`config.mk`:
```
export PLATFORM = sky130hd
export DESIGN_NAME = dadda_16_seq
export DESIGN_NICKNAME = d
export VERILOG_FILES = /design/src/rtl/dadda_16_seq.sv
export SDC_FILE = /design/constraint.sdc
export NUM_CORES = 1
export LEC_CHECK = 0
export BUFFER_PORTS_ARGS = -buffer_cell sky130_fd_sc_hd__buf_2
export CORE_UTILIZATION = 58
export DETAILED_ROUTE_END_ITERATION = 10
export PLACE_DENSITY_LB_ADDON = 0.15
export SYNTH_ARGS = -nofsm -noshare
export SYNTH_HDL_FRONTEND = slang
export SYNTH_SLANG_ARGS = --single-unit
```
`constraint.sdc`:
```
create_clock -name clk -period 5.5 [get_ports clk]
set_input_delay 1.1 -clock clk [delete_from_list [all_inputs] [get_ports clk]]
set_output_delay 1.1 -clock clk [all_outputs]
set_load 0.01 [all_outputs]
```
`src/rtl/dadda_16_seq.sv`:
```
// Sequential 16x16 unsigned multiplier that reuses one 8x8 Dadda multiplier across four byte phases.
// Optional build macro DADDA_SEQ_ZERO_SKIP_EN sends zero operands straight to DONE.

module dadda_8 (
  input  logic [7:0]  a_i,
  input  logic [7:0]  b_i,
  output logic [15:0] p_o
);
  localparam int NC = 17;

  function automatic int stage_target(input int s);
    return (s == 0) ? 6 : (s == 1) ? 4 : (s == 2) ? 3 : 2;
  endfunction

  // Greedy Dadda reduction: each stage adds only the adders needed so that
  // every column, including carries arriving from the column below, fits the target height.
  always_comb begin : reduce
    logic [NC-1:0][7:0] cur;
    logic [NC-1:0][7:0] nxt;
    logic [NC-1:0][3:0] ch;
    logic [NC-1:0][3:0] nh;
    logic [15:0]        row0;
    logic [15:0]        row1;
    logic               x, y, z, sum, cy;
    int                 pos, rem, tot, tgt;
    // NOTE: every variable gets a value before the loops, so no path leaves one unassigned and no latch is inferred.
    cur  = '0;
    nxt  = '0;
    ch   = '0;
    nh   = '0;
    row0 = '0;
    row1 = '0;
    x    = 1'b0;
    y    = 1'b0;
    z    = 1'b0;
    sum  = 1'b0;
    cy   = 1'b0;
    pos  = 0;
    rem  = 0;
    tot  = 0;
    tgt  = 0;

    for (int i = 0; i < 8; i++) begin
      for (int j = 0; j < 8; j++) begin
        cur[5'(i+j)][3'(ch[5'(i+j)])] = a_i[i] & b_i[j];
        ch[5'(i+j)] = ch[5'(i+j)] + 4'd1;
      end
    end

    for (int s = 0; s < 4; s++) begin
      tgt = stage_target(s);
      nxt = '0;
      nh  = '0;
      for (int c = 0; c < NC-1; c++) begin
        pos = 0;
        for (int k = 0; k < 8; k++) begin
          rem = int'(ch[5'(c)]) - pos;
          tot = rem + int'(nh[5'(c)]);
          if (tot > tgt && rem >= 2) begin
            x = cur[5'(c)][3'(pos)];
            y = cur[5'(c)][3'(pos+1)];
            if (tot == tgt + 1 || rem == 2) begin
              sum = x ^ y;
              cy  = x & y;
              pos = pos + 2;
            end else begin
              z   = cur[5'(c)][3'(pos+2)];
              sum = x ^ y ^ z;
              cy  = (x & y) | (x & z) | (y & z);
              pos = pos + 3;
            end
            nxt[5'(c)][3'(nh[5'(c)])]     = sum;
            nh[5'(c)]                     = nh[5'(c)] + 4'd1;
            nxt[5'(c+1)][3'(nh[5'(c+1)])] = cy;
            nh[5'(c+1)]                   = nh[5'(c+1)] + 4'd1;
          end
        end
        for (int k = 0; k < 8; k++) begin
          if (pos + k < int'(ch[5'(c)])) begin
            nxt[5'(c)][3'(nh[5'(c)])] = cur[5'(c)][3'(pos+k)];
            nh[5'(c)] = nh[5'(c)] + 4'd1;
          end
        end
      end
      cur = nxt;
      ch  = nh;
    end

    for (int c = 0; c < 16; c++) begin
      row0[4'(c)] = cur[5'(c)][0];
      row1[4'(c)] = cur[5'(c)][1];
    end
    p_o = row0 + row1;
  end
endmodule

module dadda_16_seq #(
  parameter int MUL_REG = 0
) (
  input  logic        clk,
  input  logic        rst_n,
  input  logic        in_valid,
  output logic        in_ready,
  input  logic [15:0] A,
  input  logic [15:0] B,
  output logic        out_valid,
  input  logic        out_ready,
  output logic [31:0] Y,
  output logic        busy
);
  typedef enum logic [1:0] {IDLE, MUL, DRAIN, DONE} state_e;

  state_e      state_q;
  logic [15:0] a_q, b_q;
  logic [1:0]  phase_q;
  logic [31:0] acc_q;
  logic        in_ready_q, out_valid_q, busy_q;

  logic [7:0]  mul_a, mul_b;
  logic [15:0] mul_p;
  logic [15:0] add_pp;
  logic [1:0]  add_phase;
  logic [31:0] add_term, acc_d;

  function automatic logic [31:0] place_pp(input logic [15:0] pp, input logic [1:0] phase);
    case (phase)
      2'd0:    return {16'b0, pp};
      2'd3:    return {pp, 16'b0};
      default: return {8'b0, pp, 8'b0};
    endcase
  endfunction

  // Phase bit 1 picks the high byte of A, phase bit 0 the high byte of B.
  always_comb begin
    mul_a = phase_q[1] ? a_q[15:8] : a_q[7:0];
    mul_b = phase_q[0] ? b_q[15:8] : b_q[7:0];
  end

  dadda_8 u_dadda_8 (
    .a_i (mul_a),
    .b_i (mul_b),
    .p_o (mul_p)
  );

  if (MUL_REG != 0) begin : g_mul_reg
    logic [15:0] pp_q;
    logic [1:0]  pp_phase_q;
    // NOTE: this pipeline register is reset only to keep simulation X-free; the FSM never adds it before it holds a real product.
    always_ff @(posedge clk or negedge rst_n) begin
      if (!rst_n) begin
        pp_q       <= '0;
        pp_phase_q <= '0;
      end else begin
        pp_q       <= mul_p;
        pp_phase_q <= phase_q;
      end
    end
    assign add_pp    = pp_q;
    assign add_phase = pp_phase_q;
  end else begin : g_mul_comb
    assign add_pp    = mul_p;
    assign add_phase = phase_q;
  end

  assign add_term = place_pp(add_pp, add_phase);
  assign acc_d    = acc_q + add_term;

  // NOTE: non-blocking assignments make every register sample pre-edge values, so the order of statements below cannot create races.
  always_ff @(posedge clk or negedge rst_n) begin
    if (!rst_n) begin
      state_q     <= IDLE;
      a_q         <= '0;
      b_q         <= '0;
      phase_q     <= '0;
      acc_q       <= '0;
      in_ready_q  <= 1'b0;
      out_valid_q <= 1'b0;
      busy_q      <= 1'b0;
    end else begin
      case (state_q)
        IDLE: begin
          in_ready_q <= 1'b1;
          if (in_valid && in_ready_q) begin
            a_q        <= A;
            b_q        <= B;
            acc_q      <= '0;
            phase_q    <= '0;
            in_ready_q <= 1'b0;
            busy_q     <= 1'b1;
`ifdef DADDA_SEQ_ZERO_SKIP_EN
            if (A == '0 || B == '0) begin
              state_q     <= DONE;
              out_valid_q <= 1'b1;
            end else
`endif
            state_q <= MUL;
          end
        end
        MUL: begin
          phase_q <= phase_q + 2'd1;
          // With the output register the product lags one phase, so phase 0 has nothing to add yet.
          if (MUL_REG == 0 || phase_q != 2'd0) acc_q <= acc_d;
          if (phase_q == 2'd3) begin
            if (MUL_REG != 0) begin
              state_q <= DRAIN;
            end else begin
              state_q     <= DONE;
              out_valid_q <= 1'b1;
            end
          end
        end
        DRAIN: begin
          acc_q       <= acc_d;
          state_q     <= DONE;
          out_valid_q <= 1'b1;
        end
        DONE: begin
          if (out_ready) begin
            state_q     <= IDLE;
            out_valid_q <= 1'b0;
            busy_q      <= 1'b0;
            in_ready_q  <= 1'b1;
          end
        end
        default: state_q <= IDLE;
      endcase
    end
  end

  assign in_ready  = in_ready_q;
  assign out_valid = out_valid_q;
  assign busy      = busy_q;
  assign Y         = acc_q;
endmodule
```
## Yosys cells after proc, flatten, opt, wreduce, memory -nomap -nowiden

Index checks and enable logic that the tools add are counted.

- Flip-flop bits (word level): 67
- Latch bits: 0
- Memory bits (writable): 0
- Bits in read-only memories: 0
- Memories: 0

- $add $sub $neg: 3
- $mul: 0
- Div/mod/pow operators: 0
- $lt $le $gt $ge: 0
- Eq/ne operators: 7
- Shifts and indexed selects: 0
- Mux-type cells: 19
- Bitwise logic cells: 67
- Reduce and logical (&&, ||, !) cells: 15

Operator list:

| kind | count |
|---|---|
| 32-bit case mux with 2 select lines | 2 |
| 1-bit AND | 42 |
| 32-bit adder | 1 |
| 32-bit two-way mux | 1 |
| 1-bit bitwise XOR | 19 |
| 8-bit by 8-bit adder with 9-bit output | 1 |
| 3-bit AND reduction | 3 |
| 2-bit two-way mux | 4 |
| 8-bit two-way mux | 1 |
| 2-bit case mux with 4 select lines | 1 |
| 2-bit AND reduction | 4 |
| 2-bit equality test, second input constant | 3 |
| 2-bit inequality test, second input constant | 3 |
| 1-bit bitwise OR | 6 |
| 2-bit nonzero test | 3 |
| 1-bit two-way mux | 5 |
| 2-bit logical NOT | 2 |
| 4-bit two-way mux | 1 |
| 1-bit case mux with 2 select lines | 2 |
| 2-bit case mux with 2 select lines | 1 |
| 1-bit case mux with 3 select lines | 1 |
| 3-bit nonzero test | 1 |
| 2-bit by 1-bit adder with 2-bit output, second input constant | 1 |
| 2-bit by 1-bit equality test with 1-bit output, second input constant | 1 |
| 2 further kinds | 2 |

## Longest topological paths before layout

Gate-level depths: netlist of run 1.

- Word-level depth: 11
- Gate-level depth with buffers: 21

## By module

Synthesis of run 1 repeated with hierarchy kept, for this count alone.

- Cell total of the unflattened synthesis: 618
- Area total of the unflattened synthesis: 5511.5 um^2

Modules (own cells, without submodules):

| module | times used | cells an instance | area an instance (um^2) |
|---|---|---|---|
| dadda_16_seq | 1 | 538 | 4875.9 |
| dadda_8 | 1 | 80 | 635.6 |

## Worst setup path after synthesis of run 1

OpenSTA, ideal clock, no wires.

- Path kind: register to register
- Start: reg phase_q[0], in the netlist add_phase[0]
- End: reg acc_q[19], in the netlist Y[19]
- Library setup time: 0.122 ns
- Arrival: 4.712 ns
- Path slack: 0.667 ns
- Cell stages (with the launch flop): 21
- Buffers on the path: 1
- Period minus slack after synthesis: 4.833 ns
- Cells stage by stage: dfrtp_1 -> clkbuf_1 -> mux2i_1 -> nor2_1 -> ha_1 -> inv_1 -> fa_1 -> inv_1 -> ha_1 -> a21oi_1 -> nor3_1 -> a21o_1 -> a21oi_1 -> o22ai_1 -> ha_1 -> and2_1 -> o21a_1 -> o211ai_1 -> a31oi_1 -> or3_1 -> a32o_1

- Longest elaborated chain between the ends: 11

Ends and longest elaborated chain:

| what | RTL line | source |
|---|---|---|
| start, declared | 115 | `logic [1:0] phase_q;` |
| start signal, assigned | 200 | `phase_q <= phase_q + 2'd1;` |
| 8-bit two-way mux | 136 | `mul_b = phase_q[0] ? b_q[15:8] : b_q[7:0];` |
| 1-bit AND | 45 | `cur[5'(i+j)][3'(ch[5'(i+j)])] = a_i[i] & b_i[j];` |
| 1-bit bitwise XOR, or another cell as far along | -- |  |
| 1-bit AND, or another cell as far along | 69 | `cy = (x & y) \| (x & z) \| (y & z);` |
| 1-bit bitwise OR / 1-bit bitwise XOR (equally long branches) | 69, 68 |  |
| 1-bit bitwise OR, or another cell as far along | 69 |  |
| 1-bit AND, or another cell as far along | -- |  |
| 8-bit by 8-bit adder with 9-bit output | 93 | `p_o = row0 + row1;` |
| 32-bit case mux with 2 select lines * | 126 | `case (phase)` |
| 32-bit adder * | 166 | `assign acc_d = acc_q + add_term;` |
| 32-bit case mux with 2 select lines * | 180 | `case (state_q)` |
| end signal, assigned | 175 | `acc_q <= '0;` |
| end signal, assigned | 186 | `acc_q <= '0;` |
| end signal, assigned | 202 | `if (MUL_REG == 0 \|\| phase_q != 2'd0) acc_q <= acc_d;` |
| end, declared | 116 | `logic [31:0] acc_q;` |

Every way passes the cells marked *; elsewhere a longest branch is shown, timed or not.
A chain may end at the register's enable or synchronous reset.

## Final worst setup path of run 1

- Start: reg phase_q[1], in the netlist add_phase[1]
- End: reg acc_q[24], in the netlist Y[24]

- Longest elaborated chain between the ends: 11

Ends and longest elaborated chain:

| what | RTL line | source |
|---|---|---|
| 4-bit two-way mux | 135 | `mul_a = phase_q[1] ? a_q[15:8] : a_q[7:0];` |
| 1-bit AND | 45 |  |
| 1-bit bitwise XOR, or another cell as far along | -- |  |
| 1-bit AND, or another cell as far along | 69 |  |
| 1-bit bitwise OR / 1-bit bitwise XOR (equally long branches) | 69, 68 |  |
| 1-bit bitwise OR, or another cell as far along | 69 |  |
| 1-bit AND, or another cell as far along | -- |  |
| 8-bit by 8-bit adder with 9-bit output | 93 |  |
| 32-bit case mux with 2 select lines * | 126 |  |
| 32-bit adder * | 166 |  |
| 32-bit case mux with 2 select lines * | 180 |  |

Marks and branches as above.

==> results.sh, run 1 <==
export IMPL_synthTopCellsByArea="sky130_fd_sc_hd__dfrtp_1 33%, sky130_fd_sc_hd__ha_1 11%, sky130_fd_sc_hd__nand2_1 9.7%"
export IMPL_layout_commonest_cell="sky130_fd_sc_hd__nand2_1"
export IMPL_worst_tran_pin_value_ps=1190
export IMPL_power_density_nw_per_um2=539
export IMPL_tritoncts_clock_tree="built"
export IMPL_wirelength_um=11900
export IMPL_final_setup_tns_ps=0
export IMPL_fp_dieArea_um2=8660
export IMPL_synth_net_count=666
export IMPL_clock_pin_slew_of_the_registers_on_the_worst_case_setup_and_hold_paths_ps=70
export IMPL_grt_first_pass_wirelength_um=20100
export IMPL_netlist_instances=582
export IMPL_worstPathArrival_ps=5480
export IMPL_max_cap_viols=0
export IMPL_placed_cells_incl_taps=734
export IMPL_multi_input_comb_area_um2=3110
export IMPL_grt_antenna_before_repair=0
export IMPL_finalHoldViolCount=0
export IMPL_ant_nets=0
export IMPL_floorplan_die_width_um=93.1
export IMPL_end_kind="flip-flop"
export IMPL_fin_worst_skew_ps=9.00
export IMPL_grt_use_total_pct=29.5
export IMPL_layout_area_overhead_vs_synth_pct=12.6
export IMPL_criticalPathCategory="reg -> reg"
export IMPL_post_synth_top_area_share_pct=32.8
export IMPL_cts_hold_buffers_added=0
export IMPL_fillers=654
export IMPL_grt_setup_unrepaired="false"
export IMPL_worst_skew_pair_late_latency_ps=350
export IMPL_drt_initial_violations=177
export IMPL_place_gp_congestion=0.929
export IMPL_antenna_diode_count=0
export IMPL_synth_warning_count=0
export IMPL_min_path_type="reg -> reg"
export IMPL_crit_path_start_kind="flip-flop"
export IMPL_timing_final_crit_share_pct=95.3
export IMPL_pin_count_of_the_biggest_net_entering_global_routing=64
export IMPL_final_cell_mix="124 x sky130_fd_sc_hd__nand2_1, 62 x sky130_fd_sc_hd__buf_2, 61 x sky130_fd_sc_hd__dfrtp_1"
export IMPL_fmax_mhz=191
export IMPL_clkSinkCount=63
export IMPL_finalWorstPathRequiredPeriod_ps=5240
export IMPL_cts_root_to_sink_buffers=2
export IMPL_power_ir_vdd_worst_uv=378
export IMPL_syn_mean_instance_area_um2=8.27
export IMPL_detailroute_via_count=4477
export IMPL_ios=71
export IMPL_buffer_ports_inserted=62
export IMPL_drt_via_density=5.96
export IMPL_fp_row_count=32
export IMPL_setup_viol=0
export IMPL_fin_nets=728
export IMPL_timing_critical_path_required_ps=5740
export IMPL_relSlewSlack_pct=21.0
export IMPL_post_synth_top_area_cell="sky130_fd_sc_hd__dfrtp_1"
export IMPL_placeableCoreArea_um2=7890
export IMPL_globalRoute_totalOverflow=0
export IMPL_synth_async_reset_ratio_pct=100
export IMPL_status="completed"
export IMPL_synth_edf_count=0
export IMPL_synth_seq_cells=63
export IMPL_clockRootBuffer="sky130_fd_sc_hd__clkbuf_8"
export IMPL_post_synth_num_cell_types=55
export IMPL_fp_dieH_um=93.1
export IMPL_cts_h_tree_depth=3
export IMPL_mappedNetlistArea_um2=4810
export IMPL_first_pass_iters=5
export IMPL_post_dp_hpwl_um=8730
export IMPL_drc=0
export IMPL_route_detailed_wl_per_inst_um=15.8
export IMPL_tritoncts_buffers=9
export IMPL_synth_seq_area_share_pct=32.8
export IMPL_stdcell_count=751
export IMPL_number_of_global_route_vias_before_repair=4341
export IMPL_p_leak_nw=2.75
export IMPL_dominantRegCellSynth="sky130_fd_sc_hd__dfrtp_1"
export IMPL_start_util_pct=61.0
export IMPL_final_layout_size_suffix_gt1_share_pct=16.8
export IMPL_final_max_slew_violation_count=0
export IMPL_ff_latch_area_um2=1580
export IMPL_timing_critical_path_fanout_max=7
[Yosys cell counts, types with 5 or more instances]
cell                       number
sky130_fd_sc_hd__nand4_1        6
sky130_fd_sc_hd__xor2_1         7
sky130_fd_sc_hd__dfrtp_1       63
sky130_fd_sc_hd__ha_1          43
sky130_fd_sc_hd__a21o_1         7
sky130_fd_sc_hd__and3_1         6
sky130_fd_sc_hd__inv_1         17
sky130_fd_sc_hd__fa_1           5
sky130_fd_sc_hd__nand3_1        9
sky130_fd_sc_hd__or2_2         11
sky130_fd_sc_hd__o21ai_1        5
sky130_fd_sc_hd__o31ai_1        6
sky130_fd_sc_hd__nand2_1      124
sky130_fd_sc_hd__mux2i_1       21
sky130_fd_sc_hd__o211ai_1       8
sky130_fd_sc_hd__nor2_1        56
sky130_fd_sc_hd__o21a_1         9
sky130_fd_sc_hd__a32o_1         7
sky130_fd_sc_hd__o21ai_0       48
sky130_fd_sc_hd__xnor2_1       14
sky130_fd_sc_hd__a21oi_1       30
sky130_fd_sc_hd__a211oi_1       7
sky130_fd_sc_hd__or3_1          5
sky130_fd_sc_hd__clkbuf_1      17
[power by group]
group	switching (mW)	internal (mW)	total (mW)	leakage [nW]
Sequential	0.134	0.635	0.769	0.812
Combinational	1.12	0.668	1.79	1.86
Clock	0.199	0.161	0.360	0.0781
[registers in the layout, indices dropped and copies added, names as in the netlist]
register / cells
out_valid: 1
add_phase: 2
Y: 32
in_ready: 1
state_q: 2
a_q: 8
b_q: 16
busy: 1
[logic make-up after synthesis]
| logic type | after synthesis | synth area share [%] |
|---|---|---|
| buffers and inverters | 36 | 2.96 |
| and+or+nand+nor | 237 | 21.5 |
| xor gates and xnor gates | 21 | 3.82 |
| DFF | 63 | 32.8 |
| muxes | 21 | 4.37 |
| AOI/OAI and AO/OA | 156 | 21.4 |
| adders and majority gates | 48 | 13.3 |
[path summary, 6_finish.rpt]
| check | start | end | slack [ps] | cells past startpoint |
|---|---|---|---|---|
| max | add_phase[1]$_DFFE_PN0P_ | Y[24]$_DFFE_PN0P_ | 260 | 19 |
| min | a_q[11]$_DFFE_PN0P_ | a_q[11]$_DFFE_PN0P_ | 470 | 2 |
| max reg2reg | add_phase[1]$_DFFE_PN0P_ | Y[24]$_DFFE_PN0P_ | 260 | 19 |
| min reg2reg | a_q[11]$_DFFE_PN0P_ | a_q[11]$_DFFE_PN0P_ | 470 | 2 |
| max in group asynchronous | rst_n | add_phase[0]$_DFFE_PN0P_ | 4010 | 2 |
| min in group asynchronous | rst_n | Y[19]$_DFFE_PN0P_ | 910 | 2 |
[per-stage QoR]
stage          worst slack, ps  util [%]  power [mW]  hold slack [ps]  cell area (um2)
3_3_place_gp               281      66.2        2.47              458             5220
5_1_grt                   26.6      68.7        3.19              498             5420
4_1_cts                   75.1      68.3        2.90              480             5390
6_report                   258      68.7        2.92              474             5420
3_5_place_dp               113      66.2        2.54              463             5220
2_1_floorplan              667         -        2.04              445             4810
[layout make-up]
class | instances | area share [%]
tap | 102 | 2.36
sequential | 63 | 29.2
multi-input combinational | 483 | 57.4
timing repair buffer | 70 | 6.84
clock buffer | 10 | 2.36
clock inverter | 6 | 0.693
inverter | 17 | 1.18
[per-layer routing]
layer,up-vias,GRT usage (%),wire length [um]
met5,-,0,0
met4,0,12.6,289
met3,32,4.96,662
met2,158,48.1,5600
met1,2105,38.6,5340
li1,2182,-,-
[what timing repair did]
item	4_1_cts	5_1_grt
buffers inserted	0	1
setup endpoints to repair	0	13
gates resized for setup	0	5
[worst max-delay path: stages, from the launching register on]
cell                       delay [ps]
sky130_fd_sc_hd__dfrtp_2          500
sky130_fd_sc_hd__mux2i_2          350
sky130_fd_sc_hd__nor2_1           100
sky130_fd_sc_hd__ha_1             300
sky130_fd_sc_hd__inv_1             60
sky130_fd_sc_hd__fa_1             530
sky130_fd_sc_hd__inv_1             40
sky130_fd_sc_hd__ha_1             330
sky130_fd_sc_hd__a21oi_1          240
sky130_fd_sc_hd__nor3_1           110
sky130_fd_sc_hd__a21o_1           180
sky130_fd_sc_hd__a21oi_1          300
sky130_fd_sc_hd__o22ai_1          170
sky130_fd_sc_hd__ha_1             370
sky130_fd_sc_hd__o21ai_0          270
sky130_fd_sc_hd__o211ai_1         190
sky130_fd_sc_hd__a21oi_2          320
sky130_fd_sc_hd__a211oi_1         140
sky130_fd_sc_hd__or3_1            360
sky130_fd_sc_hd__a32o_1           250
Note: power is estimated with default switching activity, not from simulation.
==> run 2, diff against run 1 <==
Settings changed: ABC_AREA from default to 1, CORE_UTILIZATION 58 to 59.
==> results.sh, run 2 <==
export IMPL_placed_cells_incl_taps=992
export IMPL_fin_nets=979
export IMPL_globalRoute_totalOverflow=0
export IMPL_fp_row_count=34
export IMPL_fin_total_pwr_mw=3.16
export IMPL_mappedNetlistArea_um2=5260
export IMPL_crit_path_frequent_cell="sky130_fd_sc_hd__nand2_1"
export IMPL_dominantRegCellSynth="sky130_fd_sc_hd__dfrtp_1"
export IMPL_route_detailed_wl_per_inst_um=13.4
export IMPL_final_setup_tns_ps=0
export IMPL_synth_compound_area_share_pct=7.92
export IMPL_fin_worst_skew_ps=10.7
export IMPL_fp_dieH_um=96.4
export IMPL_cts_h_tree_depth=3
export IMPL_drc=0
export IMPL_fp_dieArea_um2=9290
export IMPL_clkSinkCount=63
export IMPL_path_buf_inv=4
export IMPL_synth_net_count=912
export IMPL_power_density_nw_per_um2=537
export IMPL_synth_async_reset_ratio_pct=100
export IMPL_clockRootBuffer="sky130_fd_sc_hd__clkbuf_8"
export IMPL_place_gp_congestion=0.934
export IMPL_largest_reg_flops=32
export IMPL_detailroute_via_count=5201
export IMPL_post_synth_top_area_share_pct=30.0
export IMPL_timing_rr_end="Y[31]$_DFFE_PN0P_"
export IMPL_placement_setup_worst_slack_ps=616
export IMPL_critical_path_top_delay_family="simple AND/OR/NAND/NOR gates"
export IMPL_synthTopCellsByArea="sky130_fd_sc_hd__dfrtp_1 30%, sky130_fd_sc_hd__nand2_1 24%, sky130_fd_sc_hd__ha_1 10%"
export IMPL_worstPathArrival_ps=5230
export IMPL_number_of_global_route_vias_before_repair=4723
export IMPL_post_route_worst_setup_slack_ps=522
export IMPL_setup_reg_to_reg_worst_slack_ps=520
export IMPL_synthSimpleGateAreaFrac_pct=37.3
export IMPL_grt_use_total_pct=31.0
export IMPL_max_cap_viols=0
export IMPL_regToRegStartpoint="add_phase[1]$_DFFE_PN0P_"
export IMPL_timing_final_crit_share_pct=90.5
export IMPL_grt_first_pass_wirelength_um=21800
export IMPL_first_pass_iters=5
export IMPL_critical_path_slowest_cell="sky130_fd_sc_hd__fa_1"
export IMPL_tritoncts_clock_tree="built"
export IMPL_termination_of_the_worst_setup_path="Y[31]$_DFFE_PN0P_"
export IMPL_synth_mux_area_fraction_pct=0.761
export IMPL_synth_xor_area_share_pct=2.17
export IMPL_setup_viol=0
export IMPL_start_util_pct=60.6
export IMPL_ant_nets=0
export IMPL_worst_skew_pair_late_latency_ps=350
export IMPL_p_leak_nw=3.55
export IMPL_worstSetupStartpoint="add_phase[1]$_DFFE_PN0P_"
export IMPL_drt_initial_violations=344
export IMPL_synth_warning_count=0
export IMPL_power_ir_vdd_worst_uv=371
export IMPL_criticalPathCategory="reg -> reg"
export IMPL_layout_area_overhead_vs_synth_pct=12.0
export IMPL_final_cell_mix="337 x sky130_fd_sc_hd__nand2_1, 118 x sky130_fd_sc_hd__inv_1, 92 x sky130_fd_sc_hd__nor2_1"
export IMPL_fin_util_pct=67.8
export IMPL_worst_tran_pin_value_ps=652
export IMPL_synth_seq_cells=63
export IMPL_clock_pin_slew_of_the_registers_on_the_worst_case_setup_and_hold_paths_ps=80
export IMPL_critical_path_max_stage_delay_ps=540
export IMPL_post_cts_setup_buffer_count=0
export IMPL_fillers=822
export IMPL_buffer_ports_inserted=62
export IMPL_antenna_diode_count=0
export IMPL_finalWorstPathRequiredPeriod_ps=4980
export IMPL_post_synth_top_area_cell="sky130_fd_sc_hd__dfrtp_1"
export IMPL_min_path_type="reg -> reg"
export IMPL_synthAdderAreaFrac_pct=12.1
export IMPL_grt_antenna_before_repair=0
export IMPL_wirelength_um=13500
export IMPL_status="completed"
export IMPL_timing_critical_path_required_ps=5750
export IMPL_relSlewSlack_pct=56.5
export IMPL_finalHoldViolCount=0
export IMPL_cts_hold_buffers_added=0
export IMPL_placeableCoreArea_um2=8680
export IMPL_floorplan_die_width_um=96.4
export IMPL_netlist_instances=828
export IMPL_yosysMostFrequentCell="sky130_fd_sc_hd__nand2_1"
export IMPL_synth_commonest_cells="337 x sky130_fd_sc_hd__nand2_1, 118 x sky130_fd_sc_hd__inv_1, 92 x sky130_fd_sc_hd__nor2_1"
export IMPL_crit_path_start_kind="flip-flop"
export IMPL_tritoncts_buffers=9
export IMPL_cts_root_to_sink_buffers=2
export IMPL_grt_setup_unrepaired="false"
export IMPL_synth_edf_count=0
export IMPL_postCtsResizedCells=0
export IMPL_r2r_worst_path_cells=25
export IMPL_timing_critical_path_fanout_max=7
export IMPL_layout_commonest_cell="sky130_fd_sc_hd__nand2_1"
export IMPL_fmax_mhz=201
export IMPL_syn_mean_instance_area_um2=6.35
export IMPL_ios=71
export IMPL_combinational_family_with_the_most_area_after_synthesis="simple AND/OR/NAND/NOR gates"
export IMPL_post_synth_num_cell_types=36
export IMPL_final_layout_size_suffix_gt1_share_pct=10.2
export IMPL_post_dp_hpwl_um=10600
export IMPL_pin_count_of_the_biggest_net_entering_global_routing=37
export IMPL_drt_via_density=5.16
export IMPL_final_max_slew_violation_count=0
export IMPL_timing_critical_path_depth=25
export IMPL_synth_seq_area_share_pct=30.0
export IMPL_end_kind="flip-flop"
export IMPL_stdcell_count=1008
==> run 2: changes by cell type in the layout (fill, tap and decap cells not counted), sizes merged, moves of 9 or more <==
cell    delta
o21ai     -23
nand3     +27
nand2    +214
inv      +106
nor3       +9
o211ai     -9
mux2i     -17
a211oi     -9
nor2      +37
==> run 2: metrics by stage <==
| step | instance area, um2 | hold slack (ps) |
|---|---|---|
| 6_report | 5890 | 470 |
| 5_1_grt | 5890 | 492 |
| 3_3_place_gp | 5680 | 448 |
| 3_5_place_dp | 5680 | 455 |
| 2_1_floorplan | 5260 | 434 |
| 4_1_cts | 5890 | 473 |
==> run 2: how the worst min path moves through the flow <==
stage,cells after the start,start,end
floorplan,2,a_q[11]$_DFFE_PN0P_,a_q[11]$_DFFE_PN0P_
global placement,2,b_q[6]$_DFFE_PN0P_,b_q[6]$_DFFE_PN0P_
detailed placement,2,b_q[6]$_DFFE_PN0P_,b_q[6]$_DFFE_PN0P_
CTS,2,b_q[6]$_DFFE_PN0P_,b_q[6]$_DFFE_PN0P_
global route,2,b_q[5]$_DFFE_PN0P_,b_q[5]$_DFFE_PN0P_
finish,2,a_q[2]$_DFFE_PN0P_,a_q[2]$_DFFE_PN0P_
==> run 2: worst register-to-register path, delay by kind of cell, from the launching register on <==
| family | cells | cell delay [ps] |
|---|---|---|
| and+or+nand+nor | 15 | 1930 |
| xor gates and xnor gates | 1 | 350 |
| AOI/OAI and AO/OA | 1 | 120 |
| buffers and inverters | 4 | 460 |
| adders and majority gates | 4 | 1530 |
| DFF | 1 | 490 |
==> run 2: routing by layer <==
metal / track usage (%) / up-vias / part of all wire [%]
met5: 0 / - / 0
met4: 12.0 / 0 / 2.9
met3: 4.69 / 30 / 5.5
met2: 53.7 / 153 / 48
met1: 38.7 / 2327 / 43
li1: - / 2691 / -
==> run 2: power breakdown <==
part,leakage [nW],switching (mW),total [mW],internal (mW)
sequential,0.817,0.145,0.794,0.649
combinational,2.63,1.28,1.91,0.638
clock,0.102,0.202,0.456,0.254
==> run 2: cell families (layout without fill, tap and decap cells) <==
group / count (synthesis) / after routing
XOR/XNOR: 13 / 13
multiplexers: 4 / 4
buffers and inverters: 132 / 204
flip-flops: 63 / 63
AO/OA/AOI/OAI: 76 / 76
AND/OR/NAND/NOR: 492 / 492
adder cells (fa/ha/maj): 48 / 48
==> run 2: area by class of cell <==
| class | instances | area, um2 | area share, % |
|---|---|---|---|
| well taps | 108 | 135 | 2.29 |
| clock buffers | 10 | 128 | 2.17 |
| flip-flops and latches | 63 | 1580 | 26.8 |
| repair buffers | 64 | 325 | 5.52 |
| clock inverters | 6 | 85.1 | 1.44 |
| multi-input cells | 633 | 3170 | 53.8 |
| inverters | 124 | 468 | 7.95 |
==> run 3, diff against run 2 <==
Settings changed: CORE_MARGIN from default to 4.
==> results.sh, run 3 (same netlist as run 2, synthesis figures left out) <==
export IMPL_route_detailed_wl_per_inst_um=13.4
export IMPL_critical_path_top_delay_family="simple AND/OR/NAND/NOR gates"
export IMPL_timing_critical_path_required_ps=5740
export IMPL_critical_path_slowest_cell="sky130_fd_sc_hd__fa_1"
export IMPL_fp_dieArea_um2=10500
export IMPL_clkSinkCount=63
export IMPL_globalRoute_totalOverflow=0
export IMPL_buffer_ports_inserted=62
export IMPL_critical_path_max_stage_delay_ps=530
export IMPL_tritoncts_buffers=9
export IMPL_fin_nets=979
export IMPL_switching_share_pct=52.4
export IMPL_tritoncts_clock_tree="built"
export IMPL_fin_worst_skew_ps=13.1
export IMPL_criticalPathCategory="reg -> reg"
export IMPL_setup_viol=0
export IMPL_cts_hold_buffers_added=0
export IMPL_intPower_mw=1.46
export IMPL_worst_tran_pin_value_ps=816
export IMPL_clockRootBuffer="sky130_fd_sc_hd__clkbuf_8"
export IMPL_final_setup_tns_ps=0
export IMPL_ios=71
export IMPL_postLayoutCellArea_um2=5860
export IMPL_post_cts_setup_buffer_count=0
export IMPL_start_util_pct=60.6
export IMPL_crit_path_frequent_cell="sky130_fd_sc_hd__nand2_1"
export IMPL_stdcell_count=1008
export IMPL_fp_row_count=34
export IMPL_ant_nets=0
export IMPL_largest_reg_flops=32
export IMPL_timing_critical_path_fanout_max=7
export IMPL_p_leak_nw=3.54
export IMPL_power_ir_vdd_worst_uv=448
export IMPL_grt_use_total_pct=27.1
export IMPL_placed_cells_incl_taps=992
export IMPL_crit_path_start_kind="flip-flop"
export IMPL_place_gp_congestion=0.925
export IMPL_drt_via_density=5.21
export IMPL_floorplan_die_width_um=102
export IMPL_status="completed"
export IMPL_wirelength_um=13500
export IMPL_finalHoldViolCount=0
export IMPL_layout_area_overhead_vs_synth_pct=11.4
export IMPL_placeableCoreArea_um2=8680
export IMPL_pin_count_of_the_biggest_net_entering_global_routing=64
export IMPL_final_max_slew_violation_count=0
export IMPL_cts_root_to_sink_buffers=2
export IMPL_placed_cell_area_um2=5680
export IMPL_power_density_nw_per_um2=524
export IMPL_path_buf_inv=5
export IMPL_layout_commonest_cell="sky130_fd_sc_hd__nand2_1"
export IMPL_post_dp_hpwl_um=10300
export IMPL_grt_first_pass_wirelength_um=22500
export IMPL_antenna_diode_count=0
export IMPL_fillers=797
export IMPL_finalWorstPathRequiredPeriod_ps=4970
export IMPL_postCtsResizedCells=0
export IMPL_drc=0
export IMPL_finalHoldWorstSlack_ps=471
export IMPL_end_kind="flip-flop"
export IMPL_drt_initial_violations=161
export IMPL_number_of_global_route_vias_before_repair=4926
export IMPL_min_path_type="reg -> reg"
export IMPL_worst_skew_pair_late_latency_ps=350
export IMPL_power_share_sequential_pct=26.0
export IMPL_comb_power_share_pct=61.4
export IMPL_grt_setup_unrepaired="false"
export IMPL_fp_dieH_um=102
export IMPL_final_layout_size_suffix_gt1_share_pct=10.3
export IMPL_fmax_mhz=201
export IMPL_worstPathArrival_ps=5210
export IMPL_first_pass_iters=5
export IMPL_cts_h_tree_depth=3
export IMPL_detailroute_via_count=5255
export IMPL_clock_pin_slew_of_the_registers_on_the_worst_case_setup_and_hold_paths_ps=80
export IMPL_timing_final_crit_share_pct=90.3
export IMPL_pwr_share_clk_pct=12.6
export IMPL_switching_power_mw=1.61
export IMPL_final_cell_mix="337 x sky130_fd_sc_hd__nand2_1, 118 x sky130_fd_sc_hd__inv_1, 92 x sky130_fd_sc_hd__nor2_1"
export IMPL_multi_input_comb_area_um2=3170
export IMPL_relSlewSlack_pct=45.6
export IMPL_ff_latch_area_um2=1580
export IMPL_max_cap_viols=0
export IMPL_grt_antenna_before_repair=0
run 3: cell types whose count changed in the layout (fill, tap and decap cells not counted), sizes merged:
cell | previous run | this run
clkinv | 3 | 5
bufinv | 2 | 0
run 3: metrics by stage:
stage | utilization [%] | worst slack (ps) | power (mW)
final | 67.5 | 531 | 3.07
after global routing | 67.5 | 64.0 | 3.38
after CTS | 67.5 | 594 | 3.08
after detailed placement | 65.4 | 596 | 2.68
after global placement | 65.4 | 695 | 2.61
after floorplan | - | 1480 | 2.14
run 3: final cells by class:
type                            instances  share of cell area, %
Multi-Input combinational cell        633                   54.1
Sequential cell                        63                   26.9
Inverter                              124                   7.99
Timing Repair Buffer                   64                   5.55
Clock buffer                           10                   2.35
Tap cell                              108                   2.31
Clock inverter                          6                  0.790
run 3: worst min-delay path: stages, from the launching register on:
cell and delay, ps:
sky130_fd_sc_hd__dfrtp_1 340, sky130_fd_sc_hd__nand2_1 50, sky130_fd_sc_hd__nand2_1 40
run 3: worst paths after layout:
| check | startpoint | to | slack (ps) | cells after the start |
|---|---|---|---|---|
| setup / recovery | add_phase[1]$_DFFE_PN0P_ | Y[31]$_DFFE_PN0P_ | 530 | 28 |
| setup reg to reg | add_phase[1]$_DFFE_PN0P_ | Y[31]$_DFFE_PN0P_ | 530 | 28 |
| hold reg to reg | b_q[8]$_DFFE_PN0P_ | b_q[8]$_DFFE_PN0P_ | 470 | 2 |
| hold / removal | b_q[8]$_DFFE_PN0P_ | b_q[8]$_DFFE_PN0P_ | 470 | 2 |
| min in group asynchronous | rst_n | Y[17]$_DFFE_PN0P_ | 930 | 2 |
| max in group asynchronous | rst_n | b_q[2]$_DFFE_PN0P_ | 4030 | 2 |
run 3: metal layers:
| metal | GRT usage (%) | part of all wire (%) | vias to the layer above |
|---|---|---|---|
| met3 | 4.91 | 6.1 | 44 |
| li1 | - | - | 2693 |
| met5 | 0 | 0 | - |
| met1 | 33.5 | 42 | 2344 |
| met4 | 12.1 | 4.1 | 0 |
| met2 | 46.1 | 47 | 174 |
run 3: power groups by stage:
stage	sequential, mW	combinational (mW)	clock, mW
floorplan	0.802	1.34	0
global placement	0.796	1.81	0
detailed placement	0.805	1.87	0
CTS	0.797	1.89	0.395
global route	0.824	2.14	0.417
finish	0.797	1.88	0.388
